<file path="src/rtl/onn_alu_capture_bridge.sv">
// Capture stage behind the ALU ONN/electronic boundary: request, settle,
// sample until stable, then offer the word on a valid/ready handshake.
module onn_alu_capture_bridge #(
  parameter int WIDTH       = 29,
  parameter int SETTLE      = 4,
  parameter int CHECKS      = 2,
  parameter int MAX_SAMPLES = 8,
  parameter int TIMEOUT     = 64
) (
  input  logic             clk,
  input  logic             rst,
  input  logic             cap_req,
  output logic             cap_busy,
  output logic             onn_req,
  input  logic             onn_ack,
  input  logic [WIDTH-1:0] onn_data,
  output logic             out_valid,
  input  logic             out_ready,
  output logic [WIDTH-1:0] out_data,
  output logic             out_unstable,
  output logic             err_timeout,
  input  logic             err_clr
);

  localparam int TW = $clog2(TIMEOUT + 1);
  localparam int SW = $clog2(SETTLE + 1);
  localparam int NW = $clog2(MAX_SAMPLES + 1);
  localparam int RW = $clog2(CHECKS + 1);

  typedef enum logic [2:0] {
    S_IDLE,
    S_REQ,
    S_SETTLE,
    S_SAMPLE,
    S_OUT
  } state_t;

  state_t           state;
  logic [TW-1:0]    timer;
  logic [SW-1:0]    settle_cnt;
  logic [NW-1:0]    cnt;
  logic [RW-1:0]    run;
  logic [WIDTH-1:0] prev;

  logic [NW-1:0]    cnt_nxt;
  logic [RW-1:0]    run_nxt;

  assign cap_busy = (state != S_IDLE);

  // Run length restarts on the first sample or on any change.
  always_comb begin
    cnt_nxt = cnt + NW'(1);
    run_nxt = RW'(1);
    if (cnt != '0 && onn_data == prev)
      run_nxt = run + RW'(1);
  end

  always_ff @(posedge clk or posedge rst) begin
    if (rst) begin
      state        <= S_IDLE;
      timer        <= '0;
      settle_cnt   <= '0;
      cnt          <= '0;
      run          <= '0;
      prev         <= '0;
      onn_req      <= 1'b0;
      out_valid    <= 1'b0;
      out_data     <= '0;
      out_unstable <= 1'b0;
      err_timeout  <= 1'b0;
    end else begin
      // Clear first so a timeout in the same cycle overrides it.
      if (err_clr)
        err_timeout <= 1'b0;
      unique case (state)
        S_IDLE: begin
          if (cap_req) begin
            state   <= S_REQ;
            onn_req <= 1'b1;
            timer   <= '0;
          end
        end
        S_REQ: begin
          if (onn_ack) begin
            state      <= S_SETTLE;
            onn_req    <= 1'b0;
            settle_cnt <= '0;
          end else if (timer == TW'(TIMEOUT - 1)) begin
            state       <= S_IDLE;
            onn_req     <= 1'b0;
            err_timeout <= 1'b1;
          end else begin
            timer <= timer + TW'(1);
          end
        end
        S_SETTLE: begin
          if (settle_cnt == SW'(SETTLE - 1)) begin
            state <= S_SAMPLE;
            cnt   <= '0;
            run   <= '0;
          end else begin
            settle_cnt <= settle_cnt + SW'(1);
          end
        end
        S_SAMPLE: begin
          prev <= onn_data;
          cnt  <= cnt_nxt;
          run  <= run_nxt;
          if (run_nxt == RW'(CHECKS)) begin
            state        <= S_OUT;
            out_valid    <= 1'b1;
            out_data     <= onn_data;
            out_unstable <= 1'b0;
          end else if (cnt_nxt == NW'(MAX_SAMPLES)) begin
            state        <= S_OUT;
            out_valid    <= 1'b1;
            out_data     <= onn_data;
            out_unstable <= 1'b1;
          end
        end
        S_OUT: begin
          if (out_ready) begin
            state        <= S_IDLE;
            out_valid    <= 1'b0;
            out_unstable <= 1'b0;
          end
        end
        default: state <= S_IDLE;
      endcase
    end
  end

endmodule

</file>
<file path="config.mk">
export PLATFORM = sky130hd
export DESIGN_NAME = onn_alu_capture_bridge
export DESIGN_NICKNAME = d
export VERILOG_FILES = /design/src/rtl/onn_alu_capture_bridge.sv
export SDC_FILE = /design/constraint.sdc
export NUM_CORES = 1
export LEC_CHECK = 0
export ABC_AREA = 1
export BUFFER_PORTS_ARGS = -buffer_cell sky130_fd_sc_hd__buf_2
export CAP_MARGIN = 20
export CORE_MARGIN = 2
export CORE_UTILIZATION = 60
export DETAILED_ROUTE_END_ITERATION = 6
export PLACE_DENSITY = 0.85
export SLEW_MARGIN = 40
export SYNTH_ARGS = -nofsm -noshare
export SYNTH_HDL_FRONTEND = slang
export SYNTH_SLANG_ARGS = --single-unit
export TNS_END_PERCENT = 5
</file>
<file path="constraint.sdc">
create_clock -name clk -period 4.1 [get_ports clk]
set_input_delay 0.82 -clock clk [delete_from_list [all_inputs] [get_ports clk]]
set_output_delay 0.82 -clock clk [all_outputs]
set_load 0.02 [all_outputs]
</file>
Word-level counts from Yosys, hierarchy flattened
Cells that the tools add are included.
{"block": "totals", "in_bits": 35, "word_cells": 85, "ff_bits": 81, "output_inout_bits": 34}
{"block": "classes", "n_eq_ne": 18, "muxes": 36, "addsub": 4, "n_reduce_logical": 16}
{"operator": "$mux W29", "count": 2}
{"operator": "$eq A29 B29 Y1", "count": 1}
{"operator": "$mux W3", "count": 9}
{"operator": "$mux W7", "count": 3}
{"operator": "$pmux W3 S5", "count": 1}
{"operator": "$ne A2 B2 Y1 const B", "count": 7}
{"operator": "$pmux W7 S2", "count": 1}
{"operator": "$mux W1", "count": 11}
{"operator": "$reduce_bool A2 Y1", "count": 5}
{"operator": "$eq A3 B2 Y1 const B", "count": 3}
{"operator": "$reduce_and A3 Y1", "count": 3}
{"operator": "$pmux W4 S2", "count": 1}
{"operator": "$add A7 B1 Y7 const B", "count": 1}
{"operator": "$eq A7 B6 Y1 const B", "count": 1}
{"operator": "$ne A3 B3 Y1 const B", "count": 2}
{"operator": "$pmux W1 S2", "count": 3}
{"operator": "$pmux W3 S2", "count": 1}
{"operator": "$reduce_and A5 Y1", "count": 1}
{"operator": "$add A4 B1 Y4 const B", "count": 1}
{"operator": "$eq A4 B4 Y1 const B", "count": 1}
{"operator": "$mux W2", "count": 2}
{"operator": "$mux W4", "count": 1}
{"operator": "$pmux W2 S2", "count": 1}
{"operator": "$reduce_and A2 Y1", "count": 2}
{"operator": "10 further kinds", "count": 10}

Depth between registers and ports, before layout
{"block": "depth", "word_depth": 6, "depth_mapped": 14, "ltp_nobuf": 14}

Worst setup path before layout
OpenSTA, ideal clock, no wires.
{"block": "synth_path", "path_type": "input port to flip-flop", "from": "in onn_data[20]", "to": "reg out_data[0]", "arrival_time_ns": 1.815, "path_stages": 13, "required_time_ns": 3.982, "path_slack_ns": 2.167, "setup_ns": 0.118, "n_path_buf": 1, "path_cell_list": "inv_1 > nand2_1 > nand2_1 > nand2_1 > nor2_1 > nand2_1 > nor2_2 > nand3_2 > nand2_2 > nand2_4 > buf_6 > nand2_1 > o21ai_2"}
{"block": "synth_between", "elab_chain_len": 6, "elab_cells_between_ends": 7, "classes_between": "eq/ne (2); mux (2); reduce/logical (3)"}
{"item": "from (decl)", "line_no": "16", "rtl": "input logic [WIDTH-1:0] onn_data,"}
{"item": "$eq A29 B29 Y1 (*)", "line_no": "54", "rtl": "if (cnt != '0 && onn_data == prev)"}
{"item": "$logic_and A1 B1 Y1 (*)", "line_no": "54"}
{"item": "$mux W2 (*)", "line_no": "54"}
{"item": "$eq A2 B2 Y1 (*)", "line_no": "109", "rtl": "if (run_nxt == RW'(CHECKS)) begin"}
{"item": "$reduce_bool A2 Y1 (no source line)"}
{"item": "$reduce_and A2 Y1 (no source line)"}
{"item": "to (signal assigned)", "line_no": "112", "rtl": "out_data <= onn_data;"}
{"item": "to (signal assigned)", "line_no": "117", "rtl": "out_data <= onn_data;"}
{"item": "to (decl)", "line_no": "19", "rtl": "output logic [WIDTH-1:0] out_data,"}
Mark *: on every way between the ends. The rest lies on a longest branch, timed or not.
A chain may end at the register's enable or synchronous reset.

Final worst setup path
{"block": "layout_path", "from": "reg state[0]", "to": "reg out_valid"}
{"block": "layout_between", "elab_chain_len": 3, "elab_cells_between_ends": 7, "classes_between": "eq/ne (4); mux (1); reduce/logical (2)"}
{"item": "from (decl)", "line_no": "38", "rtl": "state_t state;"}
{"item": "from (signal assigned)", "line_no": "60", "rtl": "state <= S_IDLE;"}
{"item": "from (signal assigned)", "line_no": "78", "rtl": "state <= S_REQ;"}
{"item": "from (signal assigned)", "line_no": "85", "rtl": "state <= S_SETTLE;"}
{"item": "$eq A3 B2 Y1 / $eq A3 B3 Y1 (equally long branches)", "line_no": "75", "rtl": "unique case (state)"}
{"item": "$ne A3 B3 Y1 (no source line), or another cell as far along"}
{"item": "$reduce_and A3 Y1 (no source line)"}
{"item": "to (signal assigned)", "line_no": "67", "rtl": "out_valid <= 1'b0;"}
{"item": "to (signal assigned)", "line_no": "111", "rtl": "out_valid <= 1'b1;"}
{"item": "to (signal assigned)", "line_no": "116", "rtl": "out_valid <= 1'b1;"}
{"item": "to (decl)", "line_no": "17", "rtl": "output logic out_valid,"}
Several ways; a longest one is shown, not always the timed one.

==> qor.yml <==
run_status:
  status: "complete, no violations"
clock_tree:
  numCtsBuffers: 9
  cts.sinks: 81
  cts_setup_buffers: 0
  clkSlewWorstSetupHoldPaths_ps: 80
  cts_resized: 0
  cts_max_level: 3
  clk_path_buf_depth: 2
  worstSkewPairLatency_ps: 360
  hold_buffers: 0
  clock_tree.root_cell: "clkbuf_8"
  cts_tree: "done"
timing:
  finalCritPeriodShare_pct: 56.6
  fin_skew_ps: 10.0
  tns_ps: 0
  max_freq_mhz: 431
  fin_crit_ps: 2320
  hold_violations: 0
  relSlewSlack_pct: 47.5
  worst_pin_slew_ps: 788
  rsz0062_at_grt: "false"
  finalSetupViolCount: 0
  slew_viol_final: 0
power_and_ir_drop:
  intPower_mw: 1.64
  powerDensity_nw_per_um2: 602
  p_comb_share_pct: 35.2
  p_clk_share_pct: 20.1
  leakage_nw: 2.40
  peakVddDrop_mv: 0.387
  switching_power_mw: 1.05
  swShare_pct: 38.9
  power_frac_seq_pct: 44.7
die:
  fp.coreArea_um2: 6310
  num_io_pins: 69
  die_w_um: 84.8
  die_area_um2: 7190
  num_rows: 29
  start_util_pct: 62.0
  die_h_um: 84.8
placed_design:
  hpwl_um: 5440
  io_buffer_count: 68
  place.gp.congestion: 0.806
logic_synthesis:
  synth.top_cell.area_share_pct: 51.8
  synth_top_cell_by_area: "dfrtp_1"
  synth_fp_nets: 485
  syn_area_um2: 3920
  yosysSeqAreaShare_pct: 51.8
  synth_cell_type_count: 30
  ys_top_cells_by_area: "dfrtp_1 (52%), nand2_1 (12%), o21ai_2 (6.7%)"
  netlist_instances: 445
  synth_warnings: 0
  avgSynthCellArea_um2: 8.80
  yosys_register_bits: 81
global_routing:
  grt_pass1_wl_um: 13200
  met3_usage_pct: 6.00
  grt_pass1_vias: 2996
  grt_usage_pct: 23.3
  antenna_found_initial: 0
  grt_overflow: 0
  grt_start_max_net_pins: 62
  grt-busiest-layer: "met2"
  met1_usage_pct: 29.5
  met2_usage_pct: 38.9
layout:
  layout-drive-gt1-share_pct: 26.2
  layout.nets: 554
  mostFrequentLayoutCell: "nand2_1"
  diodes: 0
  fin_util_pct: 70.7
  syn_to_final_growth_pct: 14.0
  final_cell_mix: "nand2_1 (126), dfrtp_1 (81), buf_2 (68)"
worst_setup_path:
  rr_worst_depth: 8
  setup.worst_path.end_class: "register"
  crit_path_start_kind: "register"
  cp.required_ps: 4320
  crit_arrival_ps: 2540
  critPathMaxFanout: 61
  crit_type: "register to register"
route:
  drcViolationCount: 0
  drtAntennaViolNets: 0
  post_drt_via_cell_ratio: 5.10
  first_pass_iters: 4
  routed_wl_um: 7610
  vias: 3037
  drt_iter0_markers: 147
  wl_per_cell_um: 12.8
job:
  maxCapViolCount: 0
worst_hold_path:
  worst_hold_path_type: "input port to async pin"
==> layout make-up <==
| class | instances | area [um^2] |
|---|---|---|
| inverter | 68 | 260 |
| timing repair buffer | 70 | 355 |
| fill | 491 | 1850 |
| multi-input combinational | 284 | 1540 |
| clock inverter | 5 | 30.0 |
| clock buffer | 11 | 151 |
| sequential | 81 | 2030 |
| tap | 77 | 96.3 |
==> flip-flops by register name, indices dropped and copies added, names as in the netlist <==
signal,flops
out_data,29
settle_cnt,3
out_valid,1
state,3
onn_req,1
err_timeout,1
prev,29
timer,7
cnt,4
out_unstable,1
run,2
==> per-stage QoR <==
step	power, mW	worst slack [ps]	cell area [um^2]	hold slack (ps)	std cells
2_1_floorplan	1.90	1200	3920	446	445
3_3_place_gp	2.10	1410	4280	460	580
3_5_place_dp	2.16	1360	4280	463	580
4_1_cts	2.71	1740	4460	481	596
5_1_grt	2.91	1520	4460	504	596
6_report	2.69	1780	4460	477	596
==> cell usage after synthesis, drive strengths merged <==
master	instances
nand2	129
o22ai	2
dfrtp	81
a31oi	2
nor3	4
nor3b	3
or2	1
xnor2	19
nand3	14
buf	7
o311ai	1
clkbuf	5
o31ai	1
ha	5
nor2	23
nand4	2
xor2	4
o21ai	72
o21a	1
inv	68
o32ai	1
==> per-layer routing <==
| layer | part of all wire (%) | vias up |
|---|---|---|
| met5 | 0 | - |
| met4 | 1.9 | 0 |
| met3 | 4.4 | 13 |
| met2 | 48 | 67 |
| met1 | 45 | 1432 |
| li1 | - | 1525 |
==> power groups by stage <==
stage	Clock [mW]	Combinational [mW]	Sequential (mW)
after floorplan	0	0.666	1.24
after global placement	0	0.904	1.20
after detailed placement	0	0.951	1.21
after CTS	0.547	0.957	1.20
after global routing	0.589	1.09	1.23
final	0.539	0.947	1.20
==> worst max-delay path, cell delays in order (launching register included) <==
cell	delay, ps
dfrtp_1	420
inv_1	90
nor3_4	570
buf_4	310
nand2_4	410
nand2_1	180
nand2_1	80
nand2_1	60
nand2_1	40
==> worst paths after layout <==
path / start / end / slack (ps)
max: state[0] / out_valid / 1780
max in group asynchronous: rst / out_data[11] / 2870
max reg2reg: state[0] / out_valid / 1780
min: rst / prev[27] / 480
min in group clk: out_data[21] / out_data[21] / 480
min reg2reg: out_data[21] / out_data[21] / 480
==> kinds of logic (layout without fill, tap and decap cells) <==
logic type	count (synthesis)	in the layout	share of synthesized area (%)
buffers and inverters	80	154	8.85
DFF	81	81	51.8
AOI/OAI and AO/OA	80	80	13.5
adders and majority gates	5	5	1.60
xor gates and xnor gates	23	23	5.14
and+or+nand+nor	176	176	19.1
Power figures use the tool's default switching activity.
